<file path="config.mk">
export PLATFORM = sky130hd
export DESIGN_NAME = text_overlay_ctrl
export DESIGN_NICKNAME = d
export VERILOG_FILES = /design/src/rtl/text_overlay_ctrl_pkg.sv /design/src/rtl/text_overlay_ctrl_frame_tick_gen.sv /design/src/rtl/text_overlay_ctrl.sv
export SDC_FILE = /design/constraint.sdc
export NUM_CORES = 1
export LEC_CHECK = 0
export BUFFER_PORTS_ARGS = -buffer_cell sky130_fd_sc_hd__buf_2
export CAP_MARGIN = 20
export CORE_MARGIN = 2
export CORE_UTILIZATION = 53
export CTS_BUF_LIST = sky130_fd_sc_hd__clkbuf_2 sky130_fd_sc_hd__clkbuf_4 sky130_fd_sc_hd__clkbuf_8
export DETAILED_ROUTE_END_ITERATION = 12
export PLACE_DENSITY = 0.8
export SLEW_MARGIN = 20
export SYNTH_ARGS = -nofsm -noshare
export SYNTH_HDL_FRONTEND = slang
export SYNTH_HIERARCHICAL = 1
export SYNTH_SLANG_ARGS = --single-unit
export TNS_END_PERCENT = 100
</file>
<file path="constraint.sdc">
create_clock -name clk -period 2.33 [get_ports clk]
set_clock_uncertainty 0.2 [all_clocks]
set_input_delay 0.1165 -clock clk [delete_from_list [all_inputs] [get_ports clk]]
set_output_delay 0.1165 -clock clk [all_outputs]
set_load 0.005 [all_outputs]
</file>
<file path="src/rtl/text_overlay_ctrl_pkg.sv">
// Shared codes for the text overlay sequencer.
// Optional feature macro: TEXT_PROMPT_BLINK_EN (undefined by default -> steady prompt).
package text_overlay_ctrl_pkg;

    localparam logic [1:0] GS_MENU = 2'b00;
    localparam logic [1:0] GS_PLAY = 2'b01;
    localparam logic [1:0] GS_OVER = 2'b10;

    typedef enum logic [2:0] {
        S_BLANK       = 3'd0,
        S_MENU_HOLD   = 3'd1,
        S_MENU_PROMPT = 3'd2,
        S_PLAY        = 3'd3,
        S_OVER_HOLD   = 3'd4,
        S_OVER_PROMPT = 3'd5
    } ovl_state_e;

    function automatic logic is_menu(input ovl_state_e s);
        return (s == S_MENU_HOLD) || (s == S_MENU_PROMPT);
    endfunction

    function automatic logic is_over(input ovl_state_e s);
        return (s == S_OVER_HOLD) || (s == S_OVER_PROMPT);
    endfunction

    function automatic logic is_prompt(input ovl_state_e s);
        return (s == S_MENU_PROMPT) || (s == S_OVER_PROMPT);
    endfunction

endpackage

</file>
<file path="src/rtl/text_overlay_ctrl_frame_tick_gen.sv">
// vsync rising-edge detector; frame_tick is a registered one-cycle pulse
// in the cycle after the vsync rise.
module frame_tick_gen (
    input  logic clk,
    input  logic rst,
    input  logic vsync,
    output logic frame_tick
);

    logic vsync_d_q, vsync_d_d;
    logic tick_q, tick_d;

    always_comb begin
        vsync_d_d = vsync;
        tick_d    = vsync & ~vsync_d_q;
    end

    always_ff @(posedge clk) begin
        if (rst) begin
            vsync_d_q <= 1'b0;
            tick_q    <= 1'b0;
        end else begin
            vsync_d_q <= vsync_d_d;
            tick_q    <= tick_d;
        end
    end

    assign frame_tick = tick_q;

endmodule

</file>
<file path="src/rtl/text_overlay_ctrl.sv">
// Drives string-overlay enables from game state, hold-off and blink timing;
// enables only change at frame start. Blink gated by TEXT_PROMPT_BLINK_EN.
module text_overlay_ctrl
    import text_overlay_ctrl_pkg::*;
#(
    parameter int HOLDOFF_FRAMES = 30,
    parameter int BLINK_FRAMES   = 20,
    parameter int CNT_W          = 8
) (
    input  logic       clk,
    input  logic       rst,
    input  logic       vsync,
    input  logic [1:0] game_state,
    input  logic       key_space,
    output logic       title_en,
    output logic       prompt_en,
    output logic       over_en,
    output logic       score_en,
    output logic       start_req
);

    localparam logic [CNT_W-1:0] HOLD_LAST  = CNT_W'(HOLDOFF_FRAMES - 1);
    localparam logic [CNT_W-1:0] BLINK_LAST = CNT_W'(BLINK_FRAMES - 1);

    logic frame_tick;

    frame_tick_gen u_tick (
        .clk        (clk),
        .rst        (rst),
        .vsync      (vsync),
        .frame_tick (frame_tick)
    );

    ovl_state_e       state_q, state_d;
    logic [CNT_W-1:0] frame_cnt_q, frame_cnt_d;
    logic             blink_ph_q, blink_ph_d;
    logic             title_en_q, title_en_d;
    logic             prompt_en_q, prompt_en_d;
    logic             over_en_q, over_en_d;
    logic             score_en_q, score_en_d;
    logic             start_req_q, start_req_d;
    logic             req_latched_q, req_latched_d;
    logic             fire;

    always_comb begin
        state_d     = state_q;
        frame_cnt_d = frame_cnt_q;
        blink_ph_d  = blink_ph_q;
        title_en_d  = title_en_q;
        prompt_en_d = prompt_en_q;
        over_en_d   = over_en_q;
        score_en_d  = score_en_q;

        if (frame_tick) begin
            case (game_state)
                GS_MENU: state_d = is_menu(state_q) ? state_q : S_MENU_HOLD;
                GS_OVER: state_d = is_over(state_q) ? state_q : S_OVER_HOLD;
                default: state_d = S_PLAY;
            endcase

            if (state_d == state_q && frame_cnt_q == HOLD_LAST) begin
                if (state_q == S_MENU_HOLD) state_d = S_MENU_PROMPT;
                if (state_q == S_OVER_HOLD) state_d = S_OVER_PROMPT;
            end

            if (state_d != state_q) begin
                frame_cnt_d = '0;
                if (is_prompt(state_d)) blink_ph_d = 1'b1;
            end else if (state_q == S_MENU_HOLD || state_q == S_OVER_HOLD) begin
                frame_cnt_d = (frame_cnt_q == HOLD_LAST) ? frame_cnt_q
                                                         : frame_cnt_q + CNT_W'(1);
            end else if (is_prompt(state_q)) begin
                // Counter keeps the blink cadence in both builds; only the phase toggle is optional.
                if (frame_cnt_q == BLINK_LAST) begin
                    frame_cnt_d = '0;
`ifdef TEXT_PROMPT_BLINK_EN
                    blink_ph_d  = ~blink_ph_q;
`endif
                end else begin
                    frame_cnt_d = frame_cnt_q + CNT_W'(1);
                end
            end else begin
                frame_cnt_d = frame_cnt_q + CNT_W'(1);
            end

            title_en_d  = is_menu(state_d);
            over_en_d   = is_over(state_d);
            score_en_d  = (state_d == S_PLAY) || is_over(state_d);
            prompt_en_d = is_prompt(state_d) & blink_ph_d;
        end
    end

    // One request per prompt visit; the latch drops once the state leaves PROMPT.
    always_comb begin
        fire          = key_space & is_prompt(state_q) & ~req_latched_q;
        start_req_d   = fire;
        req_latched_d = is_prompt(state_q) & (req_latched_q | fire);
    end

    always_ff @(posedge clk) begin
        if (rst) begin
            state_q       <= S_BLANK;
            frame_cnt_q   <= '0;
            blink_ph_q    <= 1'b1;
            title_en_q    <= 1'b0;
            prompt_en_q   <= 1'b0;
            over_en_q     <= 1'b0;
            score_en_q    <= 1'b0;
            start_req_q   <= 1'b0;
            req_latched_q <= 1'b0;
        end else begin
            state_q       <= state_d;
            frame_cnt_q   <= frame_cnt_d;
            blink_ph_q    <= blink_ph_d;
            title_en_q    <= title_en_d;
            prompt_en_q   <= prompt_en_d;
            over_en_q     <= over_en_d;
            score_en_q    <= score_en_d;
            start_req_q   <= start_req_d;
            req_latched_q <= req_latched_d;
        end
    end

    assign title_en  = title_en_q;
    assign prompt_en = prompt_en_q;
    assign over_en   = over_en_q;
    assign score_en  = score_en_q;
    assign start_req = start_req_q;

endmodule

</file>
# After elaboration in Yosys (flattened, before gate mapping)
# Cells that the tools add are included.
# totals
reg_bits,20
elab_cells,62
# op_classes
add_sub_neg,1
eq_ne,15
n_mux,16
bitwise,8
n_reduce_logical,11
# ops
operator,count
2-to-1 mux 8 bit,5
2-to-1 mux 3 bit,7
"== test 8 x 5 -> 1 bit, second input constant",2
"== test 3 bit, second input constant",4
"== test 3 x 2 -> 1 bit, second input constant",3
"adder 8 x 1 -> 8 bit, second input constant",1
logical OR 1 bit,8
"== test 3 x 1 -> 1 bit, second input constant",2
one-hot mux 3 bit (2 select lines),1
bitwise AND 1 bit,5
== test 3 bit,1
2-to-1 mux 1 bit,3
inequality test 3 bit,1
"inequality test 3 bit, second input constant",1
"== test 2 bit, second input constant",1
zero test 2 bit,1
inverter 1 bit,2
AND reduction 2 bit,1
logical AND 1 bit,1
bitwise OR 1 bit,1

# Depth between registers and ports, before layout
# Gate-level depths: netlist (run 1).
# logic_depth
depth_word,15
depth_mapped,7
ltp_nobuf,7

# Cells and area by module
# Netlist (run 1), hierarchy kept.
# by_module_without_submodules
module,instances,cells_each,area_each_um2,seq_area_each_um2
text_overlay_ctrl,1,140,1128.6,360.3
frame_tick_gen,1,4,58.8,40.0

# Least setup slack after synthesis (run 1)
# OpenSTA, ideal clock, no wires.
# synth_path
path_type,register to register
from,reg state_q[1]
to,reg frame_cnt_q[1]
t_arrival_ns,1.913
required_ns,2.059
path_slack_ns,0.146
stages_incl_launch_ff,8
path_buffers,2
period_less_slack_ns,2.184
cell_sequence,dfxtp_1 > buf_6 > or4b_1 > a31oi_1 > nor2_1 > buf_6 > or4b_1 > a21oi_1
# synth_via
elab_chain_len,12
elab_cells_between_ends,24
cone_classes,eq/ne: 7; mux: 11; reduce/logical: 6
# synth_lines
item,line,text
from (decl),text_overlay_ctrl.sv:34,"ovl_state_e state_q, state_d;"
from (signal assigned),text_overlay_ctrl.sv:112,state_q <= state_d;
"== test 3 bit, or another cell as far along","text_overlay_ctrl_pkg.sv:23, text_overlay_ctrl.sv:63, text_overlay_ctrl.sv:69",
"logical OR 1 bit, on equally long branches","text_overlay_ctrl_pkg.sv:23, text_overlay_ctrl_pkg.sv:19",
"2-to-1 mux 3 bit, on equally long branches","text_overlay_ctrl.sv:57, text_overlay_ctrl.sv:56",
one-hot mux 3 bit (2 select lines),text_overlay_ctrl.sv:55,case (game_state)
2-to-1 mux 3 bit,text_overlay_ctrl.sv:54,if (frame_tick) begin
== test 3 bit / 2-to-1 mux 3 bit (equally long branches),"text_overlay_ctrl.sv:61, text_overlay_ctrl.sv:62",
logical AND 1 bit / 2-to-1 mux 3 bit (equally long branches),"text_overlay_ctrl.sv:61, text_overlay_ctrl.sv:63",
2-to-1 mux 3 bit,text_overlay_ctrl.sv:61,if (state_d == state_q && frame_cnt_q == HOLD_LAST) begin
2-to-1 mux 3 bit,text_overlay_ctrl.sv:54,
inequality test 3 bit,text_overlay_ctrl.sv:66,if (state_d != state_q) begin
inequality test 3 bit (no source line),--,
AND reduction 2 bit (no source line),--,
to (signal assigned),text_overlay_ctrl.sv:113,frame_cnt_q <= frame_cnt_d;
to (decl),text_overlay_ctrl.sv:35,"logic [CNT_W-1:0] frame_cnt_q, frame_cnt_d;"
# Parallel ways exist; a longest one is shown, timed or not. The select of a mux whose other input is x is not followed.
# A chain may end at the register's enable or synchronous reset.

# Final worst setup path (run 1)
# layout_path
from,in game_state[0]
to,reg frame_cnt_q[2]
# layout_via
elab_chain_len,10
elab_cells_between_ends,14
cone_classes,eq/ne: 4; mux: 7; reduce/logical: 3
# layout_lines
item,line,text
from (decl),text_overlay_ctrl.sv:13,"input logic [1:0] game_state,"
== test 2 bit / zero test 2 bit (equally long branches),text_overlay_ctrl.sv:55,
one-hot mux 3 bit (2 select lines) *,text_overlay_ctrl.sv:55,
2-to-1 mux 3 bit *,text_overlay_ctrl.sv:54,
== test 3 bit / 2-to-1 mux 3 bit (equally long branches),"text_overlay_ctrl.sv:61, text_overlay_ctrl.sv:62",
logical AND 1 bit / 2-to-1 mux 3 bit (equally long branches),"text_overlay_ctrl.sv:61, text_overlay_ctrl.sv:63",
2-to-1 mux 3 bit *,text_overlay_ctrl.sv:61,
2-to-1 mux 3 bit *,text_overlay_ctrl.sv:54,
inequality test 3 bit *,text_overlay_ctrl.sv:66,
inequality test 3 bit (no source line),--,
AND reduction 2 bit (no source line),--,
# Mark *: on every way between the ends. The rest lies on a longest branch, timed or not. The select of a mux whose other input is x is not followed.

==> impl_metrics.ini, run 1 <==
[status]
status = finished clean

[yosys]
synth_compound_area_frac = 0.191
synth_top_family_by_area = simple AND/OR/NAND/NOR gates
ys_seq_area_frac = 0.337
yosys_warnings = 6
synth_area_leaders = dfxtp_1, nand2_1, nor2_1
synth_seq_cells = 20
synth_xor_area_frac = 0
synth_most_common_cell = dfxtp_1
synth.distinct_cells = 43
synth_area_leader_cell = dfxtp_1
yosysTopAreaCellShare = 0.337
syn_nets = 152
synth_enable_flop_cells = 0
syn_avg_cell_area_um2 = 8.25
async_flop_share = 0
netlist_area_mm2 = 0.00119
synthSimpleGateAreaFrac = 0.397
syn_inst = 144
synthFlopType = dfxtp_1
synth_common_cells = dfxtp_1, nand2_1, nor2_1, o21ai_0, nand2b_1
synthAdderAreaFrac = 0.0211
synthMuxAreaShare = 0.00843

[clock_tree]
clk_pin_slew_ps = 110
h-tree-depth = 1
worst_skew_pair.late_latency_ps = 300
cts_tree = done
clk_path_buf_depth = 2
clkSinkCount = 20
numCtsBuffers = 3
cts_root_buffer = clkbuf_4

[grt]
gr-total-overflow = 0
grt_pass1_vias = 1047
grt_max_degree = 17
antenna_found_initial = 0
track_usage = 0.221
grt_pass1_wl_um = 4460

[min_path]
hold_class = primary input to flop

[die]
fp.dieW_um = 51.3
fp.dieH_um = 51.3
row_count = 17
core_mm2 = 0.00217
io_pins = 11
initial_core_util = 0.547
die_area_mm2 = 0.00263

[timing]
fin_crit_sh = 0.964
fmax_mhz = 445
relSlewSlack = 0.586
layout_min_cycle_time_ps = 2250
rsz0062_at_grt = no
final_hold_viol_count = 0
tightest_slew_ps = 619
setup_violations = 0
slew_violations = 0
fin_setup_tns_ps = 0
setup_slack_ps = 83.7

[power]
ir_worst_vdd_mv = 0.386
p_leak_nw = 0.537
finalPower_mw = 0.620
cellPowerDensity_mw_per_mm2 = 432

[finish]
final_area_mm2 = 0.00144
top_regs = frame_cnt_q (8), state_q (3)
area_growth_pct = 21.0
regMostFlops = frame_cnt_q
fin_util = 0.662
antenna_cells = 0
largest_register_ff_count = 8
layout-drive-gt1-share = 0.255
layout.nets = 175
fill_cells = 187

[routing]
initialDrtViolationCount = 44
routed_via_density = 5.97
route.vias.total = 1152
wl_per_cell_um = 13.9
drc_errors = 0
wl_um = 2680
detail-route-antenna-nets = 0
firstDrtPassIters = 5

[placed_design]
place_ws_ps = 119
dp_hpwl_um = 1820
port_buffers = 10
place_congestion = 0.919
post_dp_cell_area_mm2 = 0.00130

[flow_run]
drv_cap = 0

[setup_path]
endpoint_kind = flop
crit_path_start_kind = primary input
required_ps = 2360
worst-setup-path-type = primary input to flop
worstPathArrival_ps = 2280
crit_fanout = 11
## path summary, 6_finish.rpt
kind / cells after the start / slack, ps / to / start
max reg2reg: 5 / 100 / frame_cnt_q[2]$_SDFFE_PP0P_ / state_q[1]$_SDFFE_PP0P_
min: 3 / 20 / state_q[2]$_SDFFE_PP0P_ / game_state[1]
max: 8 / 80 / frame_cnt_q[2]$_SDFFE_PP0P_ / game_state[0]
min reg2reg: 1 / 220 / u_tick/frame_tick$_SDFF_PP0_ / u_tick/vsync_d_q$_SDFF_PP0_
## power by group
| part | leakage (nW) | internal (mW) | switching [mW] |
|---|---|---|---|
| Sequential | 0.162 | 0.350 | 0.0107 |
| Combinational | 0.361 | 0.0442 | 0.0457 |
| Clock | 0.0138 | 0.0604 | 0.109 |
| Total | 0.537 | 0.454 | 0.166 |
## routing by layer
| metal | global-route usage | share of wire | vias up |
|---|---|---|---|
| met4 | 0.0702 | 0.0045 | 0 |
| met5 | 0 | 0 | - |
| met1 | 0.301 | 0.49 | 550 |
| li1 | - | - | 573 |
| met3 | 0.0380 | 0.038 | 2 |
| met2 | 0.355 | 0.47 | 27 |
## area by class of cell
cell class	count	area [um^2]	share of cell area
repair buffers	26	189	0.132
flip-flops and latches	20	400	0.279
clock buffers	3	22.5	0.0157
well taps	28	35.0	0.0244
multi-input cells	114	782	0.544
inverters	2	7.51	0.00523
## cells in the final DEF (no fill, tap or decap), drive strengths merged, types with 3 or more instances in the layout
master / synthesis / routed
buf: 3 / 21
dfxtp: 20 / 20
nand2: 15 / 15
nor2: 14 / 14
o21ai: 10 / 10
nand2b: 7 / 7
a21oi: 6 / 6
or3: 5 / 5
nand3: 5 / 5
dlygate4sd3: 0 / 5
nor3b: 5 / 5
a31o: 4 / 4
nor4b: 4 / 4
nor2b: 4 / 4
nand4: 3 / 3
clkbuf: 5 / 3
or4b: 3 / 3
## worst max-delay path: stages
cell and delay (ps):
dlygate4sd3_1 550, buf_6 150, o21bai_2 200, a221oi_4 320
nor4_2 70, buf_4 170, or4_4 520, o221ai_2 180
## cell families after synthesis
| logic type | count (synthesis) |
|---|---|
| compound gates | 33 |
| fa+ha+maj | 2 |
| buf+inv | 10 |
| flops | 20 |
| mux | 1 |
| simple gates | 78 |
## per-stage QoR
stage,hold slack [ps],std cells
4_1_cts,17.9,192
3_5_place_dp,153,184
6_report,24.3,193
5_1_grt,66.1,193
2_1_floorplan,-12.8,144
3_3_place_gp,142,184
## what timing repair did
action                                  CTS  global route
buffers inserted                          0             1
resized for setup                         0            13
endpoints found under the hold margin     8             0
endpoints found under the setup margin    0             7
hold buffers                              5             0
(Power assumes the default switching activity.)
==> run 2, diff against run 1 <==
--- a/config.mk
+++ b/config.mk
@@ -12,6 +12,7 @@
 export CTS_BUF_LIST = sky130_fd_sc_hd__clkbuf_2 sky130_fd_sc_hd__clkbuf_4 sky130_fd_sc_hd__clkbuf_8
 export DETAILED_ROUTE_END_ITERATION = 12
 export PLACE_DENSITY = 0.8
+export RECOVER_POWER = 100
 export SLEW_MARGIN = 20
 export SYNTH_ARGS = -nofsm -noshare
 export SYNTH_HDL_FRONTEND = slang
==> run 2 against run 1 <==
Total power decreased by 0.40%. Global-route usage unchanged. Register-to-register slack improved by 20 ps. Combinational power decreased by 2.7%. Design area decreased by 1.0%. Clock power about the same. Utilization decreased by 0.69 points. Critical path depth unchanged. Via count decreased by 0.87%. Sequential cell count unchanged. Critical endpoint unchanged. Largest cell class unchanged. Highest routed layer unchanged.
==> impl_metrics.ini, run 2 (same netlist as run 1, synthesis figures left out) <==
[power]
p_leak_nw = 0.524
pwr-share-comb = 0.142
p_int_mw = 0.453
p_clk_frac = 0.275
pwr-share-seq = 0.583
netSwitchingPower_mw = 0.165
ir_worst_vdd_mv = 0.386
cellPowerDensity_mw_per_mm2 = 434
switching_share = 0.267

[setup_path]
endpoint_kind = flop
worstPathArrival_ps = 2280
rr_worst_depth = 6
ff2ff_setup_slack_ps = 120
cp-endpoint = frame_cnt_q[2]$_SDFFE_PP0P_
cp-startpoint = game_state[0]
r2r-end = frame_cnt_q[2]$_SDFFE_PP0P_
r2r_start = state_q[1]$_SDFFE_PP0P_
required_ps = 2360
crit_slowest_cell = dlygate4sd3_1
worst-setup-path-type = primary input to flop
cp_cell_sequence = dlygate4sd3_1, buf_6, o21bai_2, a221oi_4, nor4_1, buf_4, or4_4, o221ai_2
crit_fanout = 11
cp_slowest_stage_delay_ps = 550
crit_path_start_kind = primary input

[timing]
fmax_mhz = 444
slew_violations = 0
relSlewSlack = 0.591
final_hold_viol_count = 0
setup_violations = 0
fin_setup_tns_ps = 0
whs_ps = 24.5
rsz0062_at_grt = no
fin_crit_sh = 0.966
layout_min_cycle_time_ps = 2250
tightest_slew_ps = 612

[placed_design]
place_congestion = 0.919
port_buffers = 10
dp_hpwl_um = 1820

[die]
fp.dieH_um = 51.3
io_pins = 11
die_area_mm2 = 0.00263
core_mm2 = 0.00217
fp.dieW_um = 51.3
initial_core_util = 0.547
row_count = 17

[finish]
final_cell_mix = dfxtp_1, nand2_1, nor2_1
regMostFlops = frame_cnt_q
layout-drive-gt1-share = 0.230
layout_commonest_cell = dfxtp_1
antenna_cells = 0
layout.nets = 175
top_regs = frame_cnt_q (8), state_q (3)
multiInputGateArea_um2 = 776
regArea_um2 = 400
fill_cells = 192
area_growth_pct = 19.7
largest_register_ff_count = 8

[routing]
firstDrtPassIters = 4
wl_per_cell_um = 13.7
route.vias.total = 1142
routed_via_density = 5.92
initialDrtViolationCount = 48
drc_errors = 0
detail-route-antenna-nets = 0
wl_um = 2650

[clock_tree]
numCtsBuffers = 3
h-tree-depth = 1
cts_root_buffer = clkbuf_4
worst_skew_pair.late_latency_ps = 300
clkSinkCount = 20
clk_pin_slew_ps = 110
clk_path_buf_depth = 2
cts_tree = done

[grt]
busiest_layer = met2
use_met2 = 0.355
antenna_found_initial = 0
met1_usage = 0.301
grt_max_degree = 17
track_usage = 0.221
grt_use_met3 = 0.0380
gr-total-overflow = 0
grt_pass1_vias = 1047
grt_pass1_wl_um = 4460

[flow_run]
drv_cap = 0

[min_path]
hold_class = primary input to flop

[status]
status = finished clean
-- run 2: cell count changes in the layout (fill, tap and decap cells not counted), sizes merged --
cell	previous run	this run
clkbuf	3	6
buf	21	18
-- run 2: worst max-delay path, delay by kind of cell --
family          cells  cell delay (ps)
simple gates        2              610
compound gates      3              690
buf+inv             3              860
-- run 2: through the flow --
stage	instances	instance area (um^2)	utilization	setup WS [ps]	total power, mW
6_report	193	1420	0.655	79.8	0.617
3_5_place_dp	184	1300	0.600	119	0.438
2_1_floorplan	144	1190	-	146	0.416
5_1_grt	193	1420	0.655	8.92	0.635
4_1_cts	192	1370	0.633	27.1	0.606
3_3_place_gp	184	1300	0.600	168	0.436
-- run 2: per-layer routing --
layer	vias up	part of all wire
met4	0	0.0045
met1	536	0.48
met5	-	0
met2	30	0.47
li1	574	-
met3	2	0.048
-- run 2: worst min path at each step --
stage / end / depth (start not counted) / slack (ps) / from
2_1_floorplan: u_tick/frame_tick$_SDFF_PP0_ / 1 / -10 / rst
3_3_place_gp: u_tick/vsync_d_q$_SDFF_PP0_ / 2 / 140 / vsync
3_5_place_dp: u_tick/vsync_d_q$_SDFF_PP0_ / 2 / 150 / vsync
4_1_cts: state_q[2]$_SDFFE_PP0P_ / 3 / 20 / game_state[1]
5_1_grt: state_q[2]$_SDFFE_PP0P_ / 3 / 70 / game_state[1]
6_report: state_q[2]$_SDFFE_PP0P_ / 3 / 20 / game_state[1]
-- run 2: power groups by stage --
stage               clock network, mW  logic [mW]  registers, mW
finish                          0.170      0.0875          0.360
global route                    0.176      0.0966          0.362
CTS                             0.169      0.0777          0.360
detailed placement                  0      0.0712          0.367
global placement                    0      0.0689          0.367
floorplan                           0      0.0542          0.362
-- run 2: area by class of cell --
cell class	count	share of cell area
flip-flops and latches	20	0.282
clock buffers	3	0.0158
inverters	2	0.00528
repair buffers	26	0.127
multi-input cells	114	0.546
well taps	28	0.0246
-- run 2: timing repair --
action / in CTS / in global routing
buffers inserted: 0 / 1
hold endpoints to repair: 8 / 0
setup endpoints to repair: 0 / 7
resized for setup: 0 / 13
hold buffers: 5 / 0
